`config.mk`:
```
export PLATFORM = sky130hd
export DESIGN_NAME = apb_i2c_bridge_flat
export DESIGN_NICKNAME = d
export VERILOG_FILES = /design/src/rtl/apb_i2c_bridge_pkg.sv /design/src/rtl/apb_i2c_bridge_if.sv /design/src/rtl/apb_i2c_bridge_timeout.sv /design/src/rtl/apb_i2c_bridge.sv /design/src/flat_wrapper.sv
export SDC_FILE = /design/constraint.sdc
export NUM_CORES = 1
export LEC_CHECK = 0
export ABC_AREA = 1
export ABC_CLOCK_PERIOD_IN_PS = 3100
export CORE_ASPECT_RATIO = 0.9
export CORE_MARGIN = 5
export CORE_UTILIZATION = 35
export DETAILED_ROUTE_END_ITERATION = 7
export GPL_TIMING_DRIVEN = 0
export MAX_ROUTING_LAYER = met4
export PLACE_DENSITY = 0.59
export SETUP_SLACK_MARGIN = 0.3
export SLEW_MARGIN = 15
export SYNTH_ARGS = -nofsm -noshare
export SYNTH_HDL_FRONTEND = slang
export SYNTH_SLANG_ARGS = --single-unit
```
`constraint.sdc`:
```
create_clock -name clk8x -period 3.1 [get_ports clk8x]
set_clock_uncertainty 0.05 [all_clocks]
set_input_delay 0.465 -clock clk8x [delete_from_list [all_inputs] [get_ports clk8x]]
set_output_delay 0.465 -clock clk8x [all_outputs]
set_load 0.005 [all_outputs]
```
`src/rtl/apb_i2c_bridge_pkg.sv`:
```
// Shared types and constants for the APB-to-I2C bridge and the I2C block.
// The address byte is split into a device id (upper bits) and a memory address.
package apb_i2c_pkg;

  typedef enum logic [1:0] {
    IDLE  = 2'd0,
    BUSY  = 2'd1,
    RESP  = 2'd2,
    DRAIN = 2'd3
  } bridge_state_t;

  localparam int DEV_ID_W   = 2;
  localparam int MEM_ADDR_W = 6;

  // Read data returned to the APB master when the I2C block never answers
  localparam logic [7:0] TIMEOUT_DATA = 8'hFF;

  // Device id field of an address byte
  function automatic logic [DEV_ID_W-1:0] dev_id(input logic [DEV_ID_W+MEM_ADDR_W-1:0] a);
    return a[DEV_ID_W+MEM_ADDR_W-1:MEM_ADDR_W];
  endfunction

  // Memory address field of an address byte
  function automatic logic [MEM_ADDR_W-1:0] mem_addr(input logic [DEV_ID_W+MEM_ADDR_W-1:0] a);
    return a[MEM_ADDR_W-1:0];
  endfunction

endpackage

```
`src/rtl/apb_i2c_bridge_if.sv`:
```
// APB slave bus plus the I2C request bus seen by the bridge.
// slave: the bridge's view; master: the APB master / I2C block side (testbench).
interface apb_i2c_bridge_if;
  import apb_i2c_pkg::*;

  localparam int ADDR_W = DEV_ID_W + MEM_ADDR_W;

  // APB side
  logic              psel;
  logic              penable;
  logic              pwrite;
  logic [ADDR_W-1:0] paddr;
  logic [7:0]        pwdata;
  logic [7:0]        prdata;
  logic              pready;
  logic              pslverr;

  // I2C request side
  logic              ce;
  logic              wren;
  logic              rden;
  logic [ADDR_W-1:0] addr;
  logic [7:0]        wdata;
  logic [7:0]        rdata;
  logic              error;
  logic              i2c_done;

  modport slave (
    input  psel, penable, pwrite, paddr, pwdata, rdata, error, i2c_done,
    output prdata, pready, pslverr, ce, wren, rden, addr, wdata
  );

  modport master (
    output psel, penable, pwrite, paddr, pwdata, rdata, error, i2c_done,
    input  prdata, pready, pslverr, ce, wren, rden, addr, wdata
  );

endinterface

```
`src/rtl/apb_i2c_bridge_timeout.sv`:
```
// Saturating transfer-timeout counter. Clear has priority over enable; the
// count stops at TIMEOUT_CYCLES-1, which is the expired condition.
module bridge_timeout #(
  parameter int TIMEOUT_CYCLES = 4096
) (
  input  logic clk8x,
  input  logic reset_n,
  input  logic i_clr,
  input  logic i_en,
  output logic o_expired
);

  localparam int              CNT_W   = $clog2(TIMEOUT_CYCLES);
  localparam logic [CNT_W-1:0] CNT_MAX = CNT_W'(TIMEOUT_CYCLES - 1);

  logic [CNT_W-1:0] r_cnt;
  logic             w_at_max;

  assign w_at_max  = (r_cnt == CNT_MAX);
  assign o_expired = w_at_max;

  // Count cycles while enabled, never wrapping past the limit
  always_ff @(posedge clk8x or negedge reset_n) begin
    if (!reset_n) begin
      r_cnt <= {CNT_W{1'b0}};
    end else if (i_clr) begin
      r_cnt <= {CNT_W{1'b0}};
    end else if (i_en && !w_at_max) begin
      r_cnt <= r_cnt + CNT_W'(1);
    end else begin
      r_cnt <= r_cnt;
    end
  end

endmodule

```
`src/rtl/apb_i2c_bridge.sv`:
```
// APB slave that forwards byte reads/writes to the I2C block and stalls the
// APB access phase until i2c_done or a timeout. All bus outputs are registered.
module apb_i2c_bridge
  import apb_i2c_pkg::*;
#(
  parameter int TIMEOUT_CYCLES = 4096
) (
  input logic             clk8x,
  input logic             reset_n,
  apb_i2c_bridge_if.slave bus
);

  bridge_state_t r_state, w_state_nxt;

  logic [7:0] r_prdata, w_prdata_nxt;
  logic       r_pready, w_pready_nxt;
  logic       r_pslverr, w_pslverr_nxt;
  logic       r_ce, w_ce_nxt;
  logic       r_wren, w_wren_nxt;
  logic       r_rden, w_rden_nxt;
  logic [7:0] r_addr, w_addr_nxt;
  logic [7:0] r_wdata, w_wdata_nxt;

  logic w_tmo_clr;
  logic w_tmo_en;
  logic w_tmo_expired;

  bridge_timeout #(
    .TIMEOUT_CYCLES(TIMEOUT_CYCLES)
  ) u_timeout (
    .clk8x    (clk8x),
    .reset_n  (reset_n),
    .i_clr    (w_tmo_clr),
    .i_en     (w_tmo_en),
    .o_expired(w_tmo_expired)
  );

  // FSM state register
  always_ff @(posedge clk8x or negedge reset_n) begin
    if (!reset_n) begin
      r_state <= IDLE;
    end else begin
      r_state <= w_state_nxt;
    end
  end

  // Next state, next registered outputs and timeout control
  always_comb begin
    w_state_nxt   = r_state;
    w_prdata_nxt  = r_prdata;
    w_pready_nxt  = 1'b0;
    w_pslverr_nxt = 1'b0;
    w_ce_nxt      = r_ce;
    w_wren_nxt    = r_wren;
    w_rden_nxt    = r_rden;
    w_addr_nxt    = r_addr;
    w_wdata_nxt   = r_wdata;
    w_tmo_clr     = 1'b0;
    w_tmo_en      = 1'b0;
    case (r_state)
      IDLE: begin
        if (bus.psel && !bus.penable) begin
          // Setup phase: latch the request and start the I2C transaction
          w_state_nxt = BUSY;
          w_ce_nxt    = 1'b1;
          w_wren_nxt  = bus.pwrite;
          w_rden_nxt  = !bus.pwrite;
          w_addr_nxt  = bus.paddr;
          w_wdata_nxt = bus.pwdata;
          w_tmo_clr   = 1'b1;
        end else if (bus.psel && bus.penable) begin
          // Access with no setup: answer with an error, never touch I2C
          w_state_nxt   = RESP;
          w_pready_nxt  = 1'b1;
          w_pslverr_nxt = 1'b1;
        end else begin
          w_state_nxt = IDLE;
        end
      end
      BUSY: begin
        w_tmo_en = 1'b1;
        if (!bus.psel) begin
          // Master gave up: finish the I2C side quietly
          if (bus.i2c_done || w_tmo_expired) begin
            w_state_nxt = IDLE;
            w_ce_nxt    = 1'b0;
            w_wren_nxt  = 1'b0;
            w_rden_nxt  = 1'b0;
          end else begin
            w_state_nxt = DRAIN;
            w_tmo_clr   = 1'b1;
          end
        end else if (bus.i2c_done) begin
          // Completion wins over a timeout landing in the same cycle
          w_state_nxt   = RESP;
          w_ce_nxt      = 1'b0;
          w_wren_nxt    = 1'b0;
          w_rden_nxt    = 1'b0;
          w_pready_nxt  = 1'b1;
          w_pslverr_nxt = bus.error;
          if (r_rden) begin
            w_prdata_nxt = bus.rdata;
          end else begin
            w_prdata_nxt = r_prdata;
          end
        end else if (w_tmo_expired) begin
          w_state_nxt   = RESP;
          w_ce_nxt      = 1'b0;
          w_wren_nxt    = 1'b0;
          w_rden_nxt    = 1'b0;
          w_pready_nxt  = 1'b1;
          w_pslverr_nxt = 1'b1;
          w_prdata_nxt  = TIMEOUT_DATA;
        end else begin
          w_state_nxt = BUSY;
        end
      end
      RESP: begin
        w_state_nxt = IDLE;
      end
      DRAIN: begin
        w_tmo_en = 1'b1;
        if (bus.i2c_done || w_tmo_expired) begin
          w_state_nxt = IDLE;
          w_ce_nxt    = 1'b0;
          w_wren_nxt  = 1'b0;
          w_rden_nxt  = 1'b0;
        end else begin
          w_state_nxt = DRAIN;
        end
      end
      default: begin
        w_state_nxt = IDLE;
        w_ce_nxt    = 1'b0;
        w_wren_nxt  = 1'b0;
        w_rden_nxt  = 1'b0;
      end
    endcase
  end

  // Registered APB and I2C outputs
  always_ff @(posedge clk8x or negedge reset_n) begin
    if (!reset_n) begin
      r_prdata  <= 8'h00;
      r_pready  <= 1'b0;
      r_pslverr <= 1'b0;
      r_ce      <= 1'b0;
      r_wren    <= 1'b0;
      r_rden    <= 1'b0;
      r_addr    <= 8'h00;
      r_wdata   <= 8'h00;
    end else begin
      r_prdata  <= w_prdata_nxt;
      r_pready  <= w_pready_nxt;
      r_pslverr <= w_pslverr_nxt;
      r_ce      <= w_ce_nxt;
      r_wren    <= w_wren_nxt;
      r_rden    <= w_rden_nxt;
      r_addr    <= w_addr_nxt;
      r_wdata   <= w_wdata_nxt;
    end
  end

  assign bus.prdata  = r_prdata;
  assign bus.pready  = r_pready;
  assign bus.pslverr = r_pslverr;
  assign bus.ce      = r_ce;
  assign bus.wren    = r_wren;
  assign bus.rden    = r_rden;
  assign bus.addr    = r_addr;
  assign bus.wdata   = r_wdata;

endmodule
```
`src/flat_wrapper.sv`:
```
// flat-port wrapper written by rule: the top's interface ports become plain ports
module apb_i2c_bridge_flat import apb_i2c_pkg::*;
#(
  parameter int TIMEOUT_CYCLES = 4096
)
  (clk8x, reset_n, bus_psel, bus_penable, bus_pwrite, bus_paddr, bus_pwdata, bus_rdata, bus_error, bus_i2c_done, bus_prdata, bus_pready, bus_pslverr, bus_ce, bus_wren, bus_rden, bus_addr, bus_wdata);
  apb_i2c_bridge_if bus_i ();
  input logic clk8x;
  input logic reset_n;
  input wire logic [$bits(bus_i.psel)-1:0] bus_psel;
  input wire logic [$bits(bus_i.penable)-1:0] bus_penable;
  input wire logic [$bits(bus_i.pwrite)-1:0] bus_pwrite;
  input wire logic [$bits(bus_i.paddr)-1:0] bus_paddr;
  input wire logic [$bits(bus_i.pwdata)-1:0] bus_pwdata;
  input wire logic [$bits(bus_i.rdata)-1:0] bus_rdata;
  input wire logic [$bits(bus_i.error)-1:0] bus_error;
  input wire logic [$bits(bus_i.i2c_done)-1:0] bus_i2c_done;
  output wire logic [$bits(bus_i.prdata)-1:0] bus_prdata;
  output wire logic [$bits(bus_i.pready)-1:0] bus_pready;
  output wire logic [$bits(bus_i.pslverr)-1:0] bus_pslverr;
  output wire logic [$bits(bus_i.ce)-1:0] bus_ce;
  output wire logic [$bits(bus_i.wren)-1:0] bus_wren;
  output wire logic [$bits(bus_i.rden)-1:0] bus_rden;
  output wire logic [$bits(bus_i.addr)-1:0] bus_addr;
  output wire logic [$bits(bus_i.wdata)-1:0] bus_wdata;
  assign bus_i.psel = bus_psel;
  assign bus_i.penable = bus_penable;
  assign bus_i.pwrite = bus_pwrite;
  assign bus_i.paddr = bus_paddr;
  assign bus_i.pwdata = bus_pwdata;
  assign bus_i.rdata = bus_rdata;
  assign bus_i.error = bus_error;
  assign bus_i.i2c_done = bus_i2c_done;
  assign bus_prdata = bus_i.prdata;
  assign bus_pready = bus_i.pready;
  assign bus_pslverr = bus_i.pslverr;
  assign bus_ce = bus_i.ce;
  assign bus_wren = bus_i.wren;
  assign bus_rden = bus_i.rden;
  assign bus_addr = bus_i.addr;
  assign bus_wdata = bus_i.wdata;
  apb_i2c_bridge #(.TIMEOUT_CYCLES(TIMEOUT_CYCLES)) u_core (.clk8x(clk8x), .reset_n(reset_n), .bus(bus_i));
endmodule
```
==> impl_metrics.ini, run 1 <==
[run_status]
status = completed

[floorplanning]
initial_utilization = 0.363
die_area_sq_um = 7540
fp.dieH_um = 82.9
core-area_sq_um = 5690
row_count = 26
fp.dieW_um = 91.0
pin_count = 60

[sta]
tightestPinTransition_ns = 0.484
setup_violations = 0
post-route-min-period_ns = 1.73
hold_viol = 0
rsz0062_at_grt = false
final.setup.tns_ns = 0
fmax_mhz = 580
slew_violations = 0
max-slew-margin-rel = 0.678
period_share = 0.557

[layout]
nets = 320
instances_no_fill = 359
antenna_cells = 0
areaGrowthSynthToFinish_pct = 40.0
final_layout_size_suffix_gt1_frac = 0.180

[global_routing]
use_met1 = 0.176
grt_pass1_vias = 1810
busiest_layer = met2
grt_max_degree = 31
antenna_found_initial = 0
grt_pass1_wl_mm = 8.58
grtUsageMet3 = 0.0515
grt_overflow = 0
grtUsageMet2 = 0.214
grtUsageTotal = 0.141

[pwr]
powerDensity_nw_per_um2 = 679
vdd_drop_max_mv = 0.328
p_leak_nw = 1.26

[routing]
wl_mm = 4.80
drtIter0Drc = 54
drc = 0
antenna_left = 0
first_pass_iters = 4
viasPerCell = 4.74
num_vias = 1701
wl_per_cell_um = 13.4

[cts]
root_buffer = clkbuf_8
cts_inserted_buffers = 5
cts_tree = done
cts.clk_slew.worst_paths_ns = 0.08
clk_latency_ns = 0.29
clock-sinks = 43
cts_buffer_depth = 2
cts_hold_buf = 0
htree_levels = 2
postCtsSetupRepairBufs = 0
cts_resized = 0

[worst_setup_path]
slowest_delay_ns = 0.50
r2r-end = u_core.bus.prdata[7]
crit_fanout = 10
reg2reg_depth = 9
crit_type = in -> reg
cp.required_ns = 3.24
cp_data_arrival_time_ns = 1.86
crit_family = buffers and inverters
endpoint_kind = register
rrSetupSlack_ns = 1.43
crit_chain = clkdlybuf4s50_1, inv_1, nor2_1, nand2_1, buf_2, mux2_2
critical_path_buf_inv_count = 3
reg2reg_from = u_core.u_timeout.r_cnt[0]
cp-start-kind = input port
cp_slowest_cell = clkdlybuf4s50_1

[synth]
synthTopCellsByCount = nand2_1 (44), dfrtp_1 (43), nor2_1 (30), inv_1 (17), nand3_1 (17)
ys_seq_area_frac = 0.521
synth_top_area_share = 0.521
synth_ff_type = dfrtp_1
synthTopCellsByArea = dfrtp_1 (52%), mux2_2 (8.7%), nand2_1 (8.0%), nor2_1 (5.4%), nand3_1 (4.1%)
syn_inst = 221
async_flop_share = 1.00
synth_top_cell_by_area = dfrtp_1
syn_avg_cell_area_sq_um = 9.35
yosys_warnings = 0
ys_types = 24
synth_nets = 253
synth.most_common_cell = nand2_1
synth_area_sq_um = 2070
ys_seq_elements = 43
synth-edff-count = 0

[placed_design]
place_congestion = 0.770
dp_hpwl_mm = 3.53
dp_cells = 351
io_buffers = 59

[job]
maxCapViolCount = 0

[min_path]
holdCritPathClass = in -> async
worst max path at each step:
stage,cells after the start,endpoint,startpoint
after floorplan,9,u_core.bus.prdata[6],u_core.u_timeout.r_cnt[0]
after global placement,1,u_core.bus.wdata[2],reset_n
after detailed placement,6,u_core.bus.addr[6],bus_psel
after CTS,1,bus_rden,u_core.bus.rden
after global routing,6,u_core.bus.addr[6],bus_psel
final,6,u_core.bus.addr[6],bus_psel
metrics by stage:
stage / setup slack (ns) / total power [W] / utilization / hold slack (ns) / instance area, sq um
finish: 1.37 / 0.00196 / 0.508 / 0.0210 / 2890
global route: 1.31 / 0.00211 / 0.508 / 0.0418 / 2890
CTS: 1.37 / 0.00200 / 0.508 / 0.0335 / 2890
detailed placement: 1.05 / 0.00147 / 0.485 / 0.358 / 2760
global placement: 0.228 / 0.00146 / 0.482 / 0.416 / 2750
floorplan: 1.59 / 0.00107 / - / 0.119 / 2070
metal layers:
metal | vias to the layer above | share of wire | wire [um]
met5 | - | 0 | 0
met4 | 0 | 0.014 | 67
met3 | 9 | 0.067 | 322
met2 | 38 | 0.47 | 2240
met1 | 804 | 0.45 | 2170
li1 | 850 | - | -
layout by cell type, fill, tap and decap left out, drive strengths merged:
master | Yosys | layout
nand2 | 49 | 49
o21ai | 11 | 11
or2 | 1 | 1
buf | 9 | 11
clkbuf | 1 | 7
ha | 1 | 1
nor2 | 34 | 34
nor3 | 2 | 2
a21oi | 5 | 5
bufinv | 0 | 2
inv | 17 | 17
mux2 | 16 | 16
nand3 | 19 | 19
clkdlybuf4s50 | 0 | 58
dfrtp | 43 | 43
o2111ai | 1 | 1
nand4 | 11 | 11
xor2 | 1 | 1
cell type report:
type | count | area (sq um)
fillers | 543 | 2800
flip-flops and latches | 43 | 1080
multi-input cells | 151 | 875
repair buffers | 60 | 606
well taps | 70 | 87.6
clock buffers | 6 | 72.6
inverters | 17 | 63.8
clock inverters | 2 | 60.1
plain buffers | 10 | 52.6
registers in the layout, summed over array words and instances, names as in the netlist:
| signal | flops |
|---|---|
| u_core.bus.addr | 8 |
| u_core.bus.pready | 1 |
| u_core.r_state | 2 |
| u_core.bus.ce | 1 |
| u_core.bus.rden | 1 |
| u_core.bus.wren | 1 |
| u_core.u_timeout.r_cnt | 12 |
| u_core.bus.prdata | 8 |
| u_core.bus.wdata | 8 |
| u_core.bus.pslverr | 1 |
power by group:
group / total [W] / switching, W / internal (W)
clock: 0.000514 / 0.000192 / 0.000322
combinational: 0.000633 / 0.000229 / 0.000404
sequential: 0.000817 / 0.0000951 / 0.000722
cells by family after synthesis:
kind of cell	synth area share
muxes	0.0872
AOI/OAI and AO/OA	0.0575
DFF	0.521
adders and majority gates	0.00605
xor gates and xnor gates	0.00424
and+or+nand+nor	0.268
buffers and inverters	0.0563
(Power assumes the default switching activity.)
==> run 2, diff against run 1 <==
Settings changed: ABC_CLOCK_PERIOD_IN_PS 3100 to 1750.
Clock period 3.1 ns to 1.75 ns, I/O delays scaled along.
==> run 2 against run 1 <==
Combinational power up 79%; non-clock buffer count up 17; global-route usage up 0.16 points; worst setup slack worse by 1.1 ns; first-iteration DRC count up 31%; die area unchanged; largest power group unchanged.
==> impl_metrics.ini, run 2 (same netlist as run 1, synthesis figures left out) <==
[worst_setup_path]
crit_type = reg -> reg
crit_fanout = 7
cp.required_ns = 1.90
cp-start-kind = register
endpoint_kind = register
cp_data_arrival_time_ns = 1.66

[run_status]
status = completed

[floorplanning]
row_count = 26
fp.dieH_um = 82.9
initial_utilization = 0.363
fp.dieW_um = 91.0
die_area_sq_um = 7540
pin_count = 60
core-area_sq_um = 5690

[global_routing]
antenna_found_initial = 0
grt_pass1_wl_mm = 8.63
grt_pass1_vias = 1886
grtUsageTotal = 0.143
grt_overflow = 0
grt_max_degree = 33

[placed_design]
dp_cells = 351
io_buffers = 59
place_area_sq_um = 2770
dp_hpwl_mm = 3.53
place_congestion = 0.791

[sta]
fmax_mhz = 661
rsz0062_at_grt = true
slew_violations = 0
max-slew-margin-rel = 0.672
tightestPinTransition_ns = 0.492
post-route-min-period_ns = 1.51
period_share = 0.865
hold_viol = 0
final.setup.tns_ns = 0
setup_violations = 0
hold-worst-slack_ns = 0.323

[pwr]
powerDensity_nw_per_um2 = 1070
p_leak_nw = 1.40
vdd_drop_max_mv = 0.811

[cts]
cts.clk_slew.worst_paths_ns = 0.09
cts_tree = done
cts_buffer_depth = 2
clock-sinks = 43
clk_latency_ns = 0.30
cts_inserted_buffers = 5
root_buffer = clkbuf_8
htree_levels = 2

[min_path]
holdCritPathClass = in -> async

[layout]
layout_common_cells = dfrtp_1 (42), nand2_1 (37), nor2_1 (29), clkdlybuf4s50_1 (29), dlygate4sd2_1 (29)
layout_commonest_cell = dfrtp_1
fin_util = 0.537
final_layout_size_suffix_gt1_frac = 0.268
fin_area_sq_um = 3060
instances_no_fill = 376
fillerInstances = 533
nets = 337
multi_input_area_sq_um = 927
areaGrowthSynthToFinish_pct = 48.0
seq_area_sq_um = 1080
antenna_cells = 0
largest_register = u_core.u_timeout.r_cnt
largest_reg_flops = 12

[routing]
first_pass_iters = 4
num_vias = 1774
drtIter0Drc = 71
wl_mm = 4.96
drc = 0
antenna_left = 0
wl_per_cell_um = 13.2
viasPerCell = 4.72

[job]
maxCapViolCount = 0
==> run 2: per-layer routing <==
layer | track usage | vias up | part of all wire | wire length (um)
met1 | 0.173 | 826 | 0.45 | 2240
met5 | - | - | 0 | 0
li1 | - | 888 | - | -
met3 | 0.0597 | 9 | 0.085 | 423
met2 | 0.215 | 51 | 0.45 | 2220
met4 | 0.0467 | 0 | 0.015 | 75
==> run 2: repair_timing <==
item	in CTS	in global routing
setup endpoints to repair	67	40
resized for setup	44	13
pin swaps	4	7
endpoints found under the hold margin	11	0
buffers inserted	10	5
hold buffers	1	0
cloned	1	0
==> run 2: metrics by stage <==
stage,total power (W),worst slack [ns]
CTS,0.00326,0.223
global route,0.00351,0.163
global placement,0.00260,-0.879
finish,0.00326,0.236
detailed placement,0.00262,-0.147
floorplan,0.00190,0.286
==> run 2: final timing paths <==
kind                                            from                   endpoint  slack [ns]  cells past startpoint
max                        u_core.u_timeout.r_cnt[1]       u_core.bus.prdata[7]        0.24                      9
min                                          reset_n  u_core.u_timeout.r_cnt[6]        0.32                      2
max reg2reg                u_core.u_timeout.r_cnt[1]       u_core.bus.prdata[7]        0.24                      9
min reg2reg                     u_core.bus.prdata[5]       u_core.bus.prdata[5]        0.44                      2
max in group asynchronous                    reset_n         u_core.bus.addr[7]        0.86                      3
min in group clk8x              u_core.bus.prdata[5]       u_core.bus.prdata[5]        0.44                      2
==> run 2: area by class of cell <==
type | count | area share
flip-flops and latches | 43 | 0.352
clock inverters | 2 | 0.00532
clock buffers | 6 | 0.0270
plain buffers | 10 | 0.0245
multi-input cells | 151 | 0.303
well taps | 70 | 0.0286
inverters | 17 | 0.0217
repair buffers | 77 | 0.238
==> run 2: power by group <==
part | total [W] | internal (W) | leakage (nW) | switching (W)
registers | 0.00145 | 0.00128 | 0.537 | 0.000167
clock network | 0.000687 | 0.000322 | 0.0474 | 0.000365
logic | 0.00113 | 0.000666 | 0.815 | 0.000462
==> run 2: critical path: stages (launching register included) <==
cell and delay [ns]:
dfrtp_1 0.41, ha_4 0.17, inv_4 0.04, nor2_4 0.10, nand3_4 0.12, nand2_4 0.10, nand3_4 0.13, buf_8 0.18
nand2_2 0.05, o21ai_2 0.05
==> run 3, diff against run 2 <==
Settings changed: CAP_MARGIN set to 0.
==> results of run 3 <==
The final DEF is identical to that of run 2; final timing and power are the same.
